File: src/rtl/count_display_if.sv
// Bundle of the counter value and the display pins shared by the counter side and count_display.
`timescale 1ns/1ps
interface count_display_if;
  logic [4:0] count;
  logic [6:0] seg;
  logic [1:0] dig;

  modport master (output count, input seg, input dig);
  modport slave  (input count, output seg, output dig);
endinterface

File: src/rtl/count_display.sv
// Two-digit multiplexed 7-segment driver for a 0..31 count, with frame-coherent snapshot.
// Optional macro LEAD_ZERO_BLANK_EN blanks the segments of a tens digit equal to 0.
`timescale 1ns/1ps
module count_display #(
  parameter int SCAN_DIV       = 50000,
  parameter int BLANK_CYC      = 2,
  parameter int SEG_ACTIVE_LOW = 1,
  parameter int DIG_ACTIVE_LOW = 1
) (
  input  logic            clk,
  input  logic            rst,
  count_display_if.slave  bus
);

  localparam int             P_W     = $clog2(SCAN_DIV);
  localparam logic [P_W-1:0] P_LAST  = P_W'(SCAN_DIV - 1);
  localparam logic [P_W-1:0] P_BLANK = P_W'(BLANK_CYC);

  localparam logic [0:0] PH_ONES = 1'b0;
  localparam logic [0:0] PH_TENS = 1'b1;

  localparam logic [6:0] SEG_OFF  = (SEG_ACTIVE_LOW != 0) ? 7'h7F : 7'h00;
  localparam logic [1:0] DIG_OFF  = (DIG_ACTIVE_LOW != 0) ? 2'b11 : 2'b00;
  localparam logic [1:0] DIG_ONES = (DIG_ACTIVE_LOW != 0) ? 2'b10 : 2'b01;
  localparam logic [1:0] DIG_TENS = (DIG_ACTIVE_LOW != 0) ? 2'b01 : 2'b10;

  logic [P_W-1:0] p_r;
  logic [0:0]     phase_r;
  logic [0:0]     phase_nxt_s;
  logic [4:0]     snap_r;
  logic           tick_s;
  logic [1:0]     tens_s;
  logic [3:0]     ones_s;
  logic [6:0]     seg_nxt_s;
  logic [1:0]     dig_nxt_s;
  logic [6:0]     seg_r;
  logic [1:0]     dig_r;

  // Active-high segment pattern (g..a) for a decimal digit.
  function automatic logic [6:0] seg_code(input logic [3:0] d);
    logic [6:0] c;
    case (d)
      4'd0:    c = 7'h3F;
      4'd1:    c = 7'h06;
      4'd2:    c = 7'h5B;
      4'd3:    c = 7'h4F;
      4'd4:    c = 7'h66;
      4'd5:    c = 7'h6D;
      4'd6:    c = 7'h7D;
      4'd7:    c = 7'h07;
      4'd8:    c = 7'h7F;
      4'd9:    c = 7'h6F;
      default: c = 7'h00;
    endcase
    return c;
  endfunction

  function automatic logic [6:0] seg_drive(input logic [6:0] code);
    return (SEG_ACTIVE_LOW != 0) ? ~code : code;
  endfunction

  assign tick_s = (p_r == P_LAST);

  // Scan prescaler: one digit period is SCAN_DIV cycles.
  always_ff @(posedge clk or posedge rst) begin
    if (rst) begin
      p_r <= '0;
    end else if (tick_s) begin
      p_r <= '0;
    end else begin
      p_r <= p_r + P_W'(1);
    end
  end

  // Phase next-state: toggles between ONES and TENS on each tick.
  always_comb begin
    phase_nxt_s = PH_ONES;
    case (phase_r)
      PH_ONES: phase_nxt_s = tick_s ? PH_TENS : PH_ONES;
      PH_TENS: phase_nxt_s = tick_s ? PH_ONES : PH_TENS;
      default: phase_nxt_s = PH_ONES;
    endcase
  end

  // Phase state register.
  always_ff @(posedge clk or posedge rst) begin
    if (rst) begin
      phase_r <= PH_ONES;
    end else begin
      phase_r <= phase_nxt_s;
    end
  end

  // Snapshot only at the frame boundary so both digits of a frame agree.
  always_ff @(posedge clk or posedge rst) begin
    if (rst) begin
      snap_r <= 5'd0;
    end else if (tick_s && (phase_r == PH_TENS)) begin
      snap_r <= bus.count;
    end else begin
      snap_r <= snap_r;
    end
  end

  // Binary to two decimal digits by compare/subtract against 30, 20, 10.
  always_comb begin
    tens_s = 2'd0;
    ones_s = 4'd0;
    if (snap_r >= 5'd30) begin
      tens_s = 2'd3;
      ones_s = 4'(snap_r - 5'd30);
    end else if (snap_r >= 5'd20) begin
      tens_s = 2'd2;
      ones_s = 4'(snap_r - 5'd20);
    end else if (snap_r >= 5'd10) begin
      tens_s = 2'd1;
      ones_s = 4'(snap_r - 5'd10);
    end else begin
      tens_s = 2'd0;
      ones_s = snap_r[3:0];
    end
  end

  // Output selection: ghost blanking at the start of each digit period.
  always_comb begin
    seg_nxt_s = SEG_OFF;
    dig_nxt_s = DIG_OFF;
    if (p_r < P_BLANK) begin
      seg_nxt_s = SEG_OFF;
      dig_nxt_s = DIG_OFF;
    end else if (phase_r == PH_ONES) begin
      dig_nxt_s = DIG_ONES;
      seg_nxt_s = seg_drive(seg_code(ones_s));
    end else begin
      dig_nxt_s = DIG_TENS;
`ifdef LEAD_ZERO_BLANK_EN
      if (tens_s == 2'd0) begin
        seg_nxt_s = SEG_OFF;
      end else begin
        seg_nxt_s = seg_drive(seg_code({2'b00, tens_s}));
      end
`else
      seg_nxt_s = seg_drive(seg_code({2'b00, tens_s}));
`endif
    end
  end

  // Registered pin drivers; reset blanks the display immediately.
  always_ff @(posedge clk or posedge rst) begin
    if (rst) begin
      seg_r <= SEG_OFF;
      dig_r <= DIG_OFF;
    end else begin
      seg_r <= seg_nxt_s;
      dig_r <= dig_nxt_s;
    end
  end

  assign bus.seg = seg_r;
  assign bus.dig = dig_r;

endmodule

File: src/flat_wrapper.sv
// flat-port wrapper written by rule: the top's interface ports become plain ports
module count_display_flat 
#(
  parameter int SCAN_DIV       = 50000,
  parameter int BLANK_CYC      = 2,
  parameter int SEG_ACTIVE_LOW = 1,
  parameter int DIG_ACTIVE_LOW = 1
)
  (clk, rst, bus_count, bus_seg, bus_dig);
  count_display_if bus_i ();
  input  logic clk;
  input  logic rst;
  input wire logic [$bits(bus_i.count)-1:0] bus_count;
  output wire logic [$bits(bus_i.seg)-1:0] bus_seg;
  output wire logic [$bits(bus_i.dig)-1:0] bus_dig;
  assign bus_i.count = bus_count;
  assign bus_seg = bus_i.seg;
  assign bus_dig = bus_i.dig;
  count_display #(.SCAN_DIV(SCAN_DIV), .BLANK_CYC(BLANK_CYC), .SEG_ACTIVE_LOW(SEG_ACTIVE_LOW), .DIG_ACTIVE_LOW(DIG_ACTIVE_LOW)) u_core (.clk(clk), .rst(rst), .bus(bus_i));
endmodule
File: config.mk
export PLATFORM = sky130hd
export DESIGN_NAME = count_display_flat
export DESIGN_NICKNAME = d
export VERILOG_FILES = /design/src/rtl/count_display_if.sv /design/src/rtl/count_display.sv /design/src/flat_wrapper.sv
export SDC_FILE = /design/constraint.sdc
export NUM_CORES = 1
export LEC_CHECK = 0
export CELL_PAD_IN_SITES_DETAIL_PLACEMENT = 0
export CELL_PAD_IN_SITES_GLOBAL_PLACEMENT = 1
export CORE_ASPECT_RATIO = 1.75
export CORE_UTILIZATION = 25
export CTS_CLUSTER_DIAMETER = 40
export CTS_CLUSTER_SIZE = 25
export DETAILED_ROUTE_END_ITERATION = 7
export PLACE_DENSITY_LB_ADDON = 0.12
export SLEW_MARGIN = 20
export SYNTH_ARGS = -nofsm -noshare
export SYNTH_HDL_FRONTEND = slang
export SYNTH_SLANG_ARGS = --single-unit
export TNS_END_PERCENT = 20
File: constraint.sdc
create_clock -name clk -period 3.3 [get_ports clk]
set_input_delay 0.825 -clock clk [delete_from_list [all_inputs] [get_ports clk]]
set_output_delay 0.825 -clock clk [all_outputs]
set_load 0.01 [all_outputs]
==> flow_metrics.env, run 1 <==
export IMPL_reg2reg_from="u_core.p_r[4]$_DFF_PP0_"
export IMPL_worstPathMaxFanout=10
export IMPL_setup_viol=0
export IMPL_rows=38
export IMPL_finalHoldViolCount=0
export IMPL_gp_congestion=0.831
export IMPL_dr_pass1_iters=6
export IMPL_slew_headroom=0.627
export IMPL_synth_ff_type="dfrtp_1"
export IMPL_cts_sinks=31
export IMPL_netlist_top_cells_area="dfrtp_1 (33%), dfstp_2 (14%), ha_1 (6.1%), nand2_1 (5.0%), xor2_1 (3.7%)"
export IMPL_required_ns=3.46
export IMPL_crit_chain="or4_1 -> nor4_2 -> and3_1 -> ha_1 -> mux2_2"
export IMPL_numCtsBuffers=5
export IMPL_period_needed_ns=2.52
export IMPL_synth_top_cell_area_share=0.333
export IMPL_post_synth_cell_area_avg_um2=9.85
export IMPL_ys_seq_area_frac=0.476
export IMPL_post_cts_buffers=0
export IMPL_grt_setup_unrepaired="false"
export IMPL_crit_type="reg2reg"
export IMPL_antenna_found_initial=0
export IMPL_drcViolationCount=0
export IMPL_dieArea_um2=6960
export IMPL_r2r_end="u_core.snap_r[3]$_DFFE_PP0P_"
export IMPL_area_growth_pct=19.0
export IMPL_critPathMaxStageDelay_ns=0.55
export IMPL_wl_per_cell_um=14.1
export IMPL_die_h_um=110
export IMPL_period_share=0.763
export IMPL_portBuffers=15
export IMPL_post_cts_resized=0
export IMPL_clk_pin_slew_ns=0.07
export IMPL_cp_slowest_cell="or4_1"
export IMPL_crit_path_end="u_core.snap_r[3]$_DFFE_PP0P_"
export IMPL_nNetsFinal=201
export IMPL_ctsLongestPathBuffers=2
export IMPL_vias_per_cell=4.85
export IMPL_fin_cells=267
export IMPL_syn_nets=183
export IMPL_drive_above_1_share=0.118
export IMPL_cts_tree="done"
export IMPL_final_cell_mix="nand2_1 (22), dfrtp_1 (22), nor2_1 (16)"
export IMPL_total_leakage_power_nw=0.864
export IMPL_drt_total_wl_mm=3.78
export IMPL_ys_ff_latch=31
export IMPL_core_area_um2=6280
export IMPL_grt_ovfl_total=0
export IMPL_slew_violations=0
export IMPL_die_w_um=63.5
export IMPL_clk_insertion_delay_late_ns=0.28
export IMPL_clockRootBuffer="clkbuf_8"
export IMPL_grt_pass1_vias=1396
export IMPL_status="finished, final reports clean"
export IMPL_fin_skew_ns=0.0128
export IMPL_yosysWarnings=0
export IMPL_hp_class="reg2reg"
export IMPL_grt_usage=0.124
export IMPL_startpoint="u_core.p_r[4]$_DFF_PP0_"
export IMPL_fin_hold_ws_ns=0.504
export IMPL_cp_num_buf_inv=0
export IMPL_top_level_ports=16
export IMPL_max_freq_mhz=397
export IMPL_ys_async_sr_fraction=1.00
export IMPL_reg2reg_slack_ns=0.78
export IMPL_htreeDepth=2
export IMPL_grt_max_degree=32
export IMPL_hpwl_mm=2.95
export IMPL_critPathArrivalTime_ns=2.68
export IMPL_tightest_slew_ns=0.555
export IMPL_powerDensity_nw_per_um2=345
export IMPL_yosys_area_top_type="dfrtp_1"
export IMPL_synth_cells=168
export IMPL_ant_nets=0
export IMPL_synth_edf_count=0
export IMPL_cp_depth=5
export IMPL_initialDrtViolationCount=37
export IMPL_netlist_area_um2=1650
export IMPL_maxCapViolCount=0
export IMPL_cp_top_family="simple AND/OR/NAND/NOR gates"
export IMPL_holdBufCountCts=0
export IMPL_fin_tns_setup_ns=0
export IMPL_vdd_ir_drop_max_mv=0.136
export IMPL_crit_path_end_kind="register"
export IMPL_final_util=0.314
export IMPL_startpoint_type="register"
export IMPL_initial_core_util=0.264
export IMPL_vias=1296
export IMPL_antenna_cells=0
export IMPL_dp_cells=259
export IMPL_worst_r2r_path_depth=5
export IMPL_yosysUniqueCellTypes=43
export IMPL_grt_pass1_wl_mm=6.43
==> kinds of logic after synthesis <==
group,count (synthesis),share of synthesized area
mux,2,0.0129
buf+inv,12,0.0333
xor+xnor,13,0.0688
simple gates,74,0.223
fa+ha+maj,8,0.0605
compound gates,28,0.126
flops,31,0.476
==> cell type report <==
cell class	instances	area, µm²
flip-flops and latches	31	787
inverters	7	26.3
clock buffers	6	72.6
clock inverters	2	12.5
fillers	690	4310
well taps	80	100
multi-input cells	125	812
repair buffers	16	158
==> synthesized netlist by cell type, types with 5 or more instances <==
library cell	instances
nor3_1	5
xnor2_1	6
xor2_1	7
ha_1	8
dfstp_2	9
inv_1	7
nand2_1	22
dfrtp_1	22
nand4_1	5
o21ai_0	7
nor2_1	16
nand3_1	9
==> metrics by stage <==
| stage | area [µm²] | setup WS, ns | power, mW |
|---|---|---|---|
| after detailed placement | 1880 | 0.786 | 0.403 |
| after global placement | 1880 | 0.868 | 0.403 |
| final | 1970 | 0.781 | 0.680 |
| after CTS | 1970 | 0.753 | 0.697 |
| after floorplan | 1650 | 1.06 | 0.393 |
| after global routing | 1970 | 0.631 | 0.717 |
==> how the worst min path moves through the flow <==
stage / end / startpoint / slack (ns) / cells past startpoint
3_5_place_dp: u_core.p_r[10]$_DFF_PP0_ / u_core.p_r[10]$_DFF_PP0_ / 0.50 / 1
6_report: u_core.p_r[10]$_DFF_PP0_ / u_core.p_r[10]$_DFF_PP0_ / 0.50 / 1
2_1_floorplan: u_core.p_r[10]$_DFF_PP0_ / u_core.p_r[10]$_DFF_PP0_ / 0.46 / 1
3_3_place_gp: u_core.p_r[0]$_DFF_PP0_ / u_core.p_r[0]$_DFF_PP0_ / 0.50 / 1
5_1_grt: u_core.p_r[0]$_DFF_PP0_ / u_core.p_r[0]$_DFF_PP0_ / 0.54 / 1
4_1_cts: u_core.p_r[10]$_DFF_PP0_ / u_core.p_r[10]$_DFF_PP0_ / 0.51 / 1
==> registers in the layout, summed over array words and instances (netlist names) <==
signal / cells
u_core.bus.seg: 7
u_core.p_r: 16
u_core.phase_r: 1
u_core.snap_r: 5
u_core.bus.dig: 2
==> power breakdown <==
part	switching (mW)	internal, mW	total (mW)
Clock	0.137	0.147	0.284
Combinational	0.00799	0.00703	0.0150
Sequential	0	0.381	0.381
Total	0.145	0.535	0.680
==> worst register-to-register path: cells and delay by family, from the launching register on <==
family,cells,cell delay (ns)
fa+ha+maj,1,0.38
flops,1,0.44
mux,1,0.37
simple gates,3,1.20
==> routing by layer <==
| layer | GRT usage | wire length, µm |
|---|---|---|
| met2 | 0.242 | 2130 |
| met4 | 0.0714 | 121 |
| met3 | 0.0249 | 99 |
| met1 | 0.116 | 1420 |
| met5 | 0 | 0 |
No activity file was read; power rests on OpenSTA's default activity.
==> run 2: changes to the inputs <==
==> constraint.sdc (replaced) <==
create_clock -name clk -period 2.4 [get_ports clk]
set_input_delay 0.6 -clock clk [delete_from_list [all_inputs] [get_ports clk]]
set_output_delay 0.6 -clock clk [all_outputs]
set_load 0.01 [all_outputs]
==> run 2 against run 1 <==
Compared with the run above: global-route usage up 1.1 points; design area up 2.5%; clock power up 49%; clock skew down 0.0039 ns.
==> flow_metrics.env, run 2 (same netlist as run 1, synthesis figures left out) <==
export IMPL_status="finished, final reports clean"
export IMPL_initial_core_util=0.264
export IMPL_total_leakage_power_nw=0.894
export IMPL_largest_register="u_core.p_r"
export IMPL_period_needed_ns=2.23
export IMPL_max_freq_mhz=449
export IMPL_hp_class="reg2reg"
export IMPL_seq_area_um2=788
export IMPL_nNetsFinal=205
export IMPL_grt_ovfl_total=0
export IMPL_fillers=676
export IMPL_drive_above_1_share=0.152
export IMPL_worstPathMaxFanout=6
export IMPL_grt_pass1_vias=1431
export IMPL_core_area_um2=6280
export IMPL_drt_total_wl_mm=4.14
export IMPL_powerDensity_nw_per_um2=479
export IMPL_vias_per_cell=5.00
export IMPL_reg2reg_from="u_core.snap_r[2]$_DFFE_PP0P_"
export IMPL_initialDrtViolationCount=80
export IMPL_final_area_um2=2020
export IMPL_wl_per_cell_um=15.3
export IMPL_startpoint="u_core.snap_r[2]$_DFFE_PP0P_"
export IMPL_placed_cell_area_um2=1910
export IMPL_finalHoldViolCount=0
export IMPL_met2_length_mm=2.36
export IMPL_slew_headroom=0.635
export IMPL_clk_insertion_delay_late_ns=0.28
export IMPL_fin_tns_setup_ns=0
export IMPL_critPathArrivalTime_ns=2.43
export IMPL_final_cell_mix="nand2_1 (22), dfrtp_1 (21), nor2_1 (16)"
export IMPL_grt_pass1_wl_mm=7.02
export IMPL_antenna_cells=0
export IMPL_setup_viol=0
export IMPL_period_share=0.929
export IMPL_cts_sinks=31
export IMPL_fin_skew_ns=0.00888
export IMPL_slew_violations=0
export IMPL_required_ns=2.60
export IMPL_clockRootBuffer="clkbuf_8"
export IMPL_die_h_um=110
export IMPL_maxCapViolCount=0
export IMPL_top_layer_used="met4"
export IMPL_largest_register_ff_count=16
export IMPL_post_cts_resized=0
export IMPL_vias=1354
export IMPL_met3WireLength_um=146
export IMPL_cts_tree="done"
export IMPL_dieArea_um2=6960
export IMPL_ctsLongestPathBuffers=2
export IMPL_area_growth_pct=21.9
export IMPL_htreeDepth=2
export IMPL_crit_path_end="u_core.bus.seg[5]$_DFF_PP1_"
export IMPL_dr_pass1_iters=4
export IMPL_reg2reg_slack_ns=0.17
export IMPL_top_level_ports=16
export IMPL_ant_nets=0
export IMPL_rows=38
export IMPL_crit_type="reg2reg"
export IMPL_r2r_end="u_core.bus.seg[5]$_DFF_PP1_"
export IMPL_final_common_cell="nand2_1"
export IMPL_gp_congestion=0.786
export IMPL_worst_r2r_path_depth=10
export IMPL_startpoint_type="register"
export IMPL_antenna_found_initial=0
export IMPL_holdBufCountCts=0
export IMPL_portBuffers=15
export IMPL_vdd_ir_drop_max_mv=0.212
export IMPL_numCtsBuffers=5
export IMPL_grt_max_degree=32
export IMPL_grt_setup_unrepaired="false"
export IMPL_die_w_um=63.5
export IMPL_tightest_slew_ns=0.544
export IMPL_crit_path_end_kind="register"
export IMPL_multi_input_area_um2=823
export IMPL_drcViolationCount=0
export IMPL_hpwl_mm=3.19
export IMPL_post_cts_buffers=0
export IMPL_clk_pin_slew_ns=0.07
export IMPL_wl_met1_mm=1.55
export IMPL_grt_usage=0.134
## run 2: worst min-delay path by stage
stage,startpoint,end,depth (start not counted)
2_1_floorplan,u_core.p_r[10]$_DFF_PP0_,u_core.p_r[10]$_DFF_PP0_,1
3_3_place_gp,u_core.p_r[10]$_DFF_PP0_,u_core.p_r[10]$_DFF_PP0_,1
4_1_cts,u_core.p_r[0]$_DFF_PP0_,u_core.p_r[0]$_DFF_PP0_,1
5_1_grt,u_core.p_r[0]$_DFF_PP0_,u_core.p_r[0]$_DFF_PP0_,1
6_report,u_core.p_r[10]$_DFF_PP0_,u_core.p_r[10]$_DFF_PP0_,1
3_5_place_dp,u_core.p_r[10]$_DFF_PP0_,u_core.p_r[10]$_DFF_PP0_,1
## run 2: layout make-up
| type | instances | area share |
|---|---|---|
| tap | 80 | 0.0496 |
| timing repair buffer | 20 | 0.0931 |
| multi-input combinational | 125 | 0.408 |
| clock inverter | 1 | 0.00248 |
| sequential | 31 | 0.391 |
| inverter | 7 | 0.0130 |
| clock buffer | 7 | 0.0428 |
## run 2: metal layers
metal | global-route usage | up-vias
met5 | 0 | -
li1 | - | 637
met4 | 0.0601 | 0
met2 | 0.264 | 36
met1 | 0.133 | 672
met3 | 0.0259 | 9
## run 2: through the flow
stage / worst slack [ns] / hold WS (ns) / total power [mW] / std cells / util
5_1_grt: 0.00221 / 0.523 / 1.01 / 271 / 0.321
3_3_place_gp: 0.150 / 0.483 / 0.555 / 263 / 0.305
6_report: 0.171 / 0.503 / 0.967 / 271 / 0.321
3_5_place_dp: 0.109 / 0.484 / 0.555 / 263 / 0.305
4_1_cts: 0.0897 / 0.502 / 0.991 / 271 / 0.319
2_1_floorplan: 0.156 / 0.457 / 0.540 / 168 / -
## run 2: where the power goes
group / internal [mW] / switching, mW
sequential: 0.523 / 0
combinational: 0.00964 / 0.0115
clock: 0.231 / 0.192
total: 0.764 / 0.203
## run 2: critical path, cell delays in order, from the launching register on
cell and delay, ns:
dfrtp_2 0.42, inv_1 0.10, ha_1 0.22, and2b_1 0.28, nor3_2 0.07, or3_1 0.38
nand2_1 0.13, ha_1 0.18, nor2_1 0.04, and3_1 0.18, o21ai_0 0.16
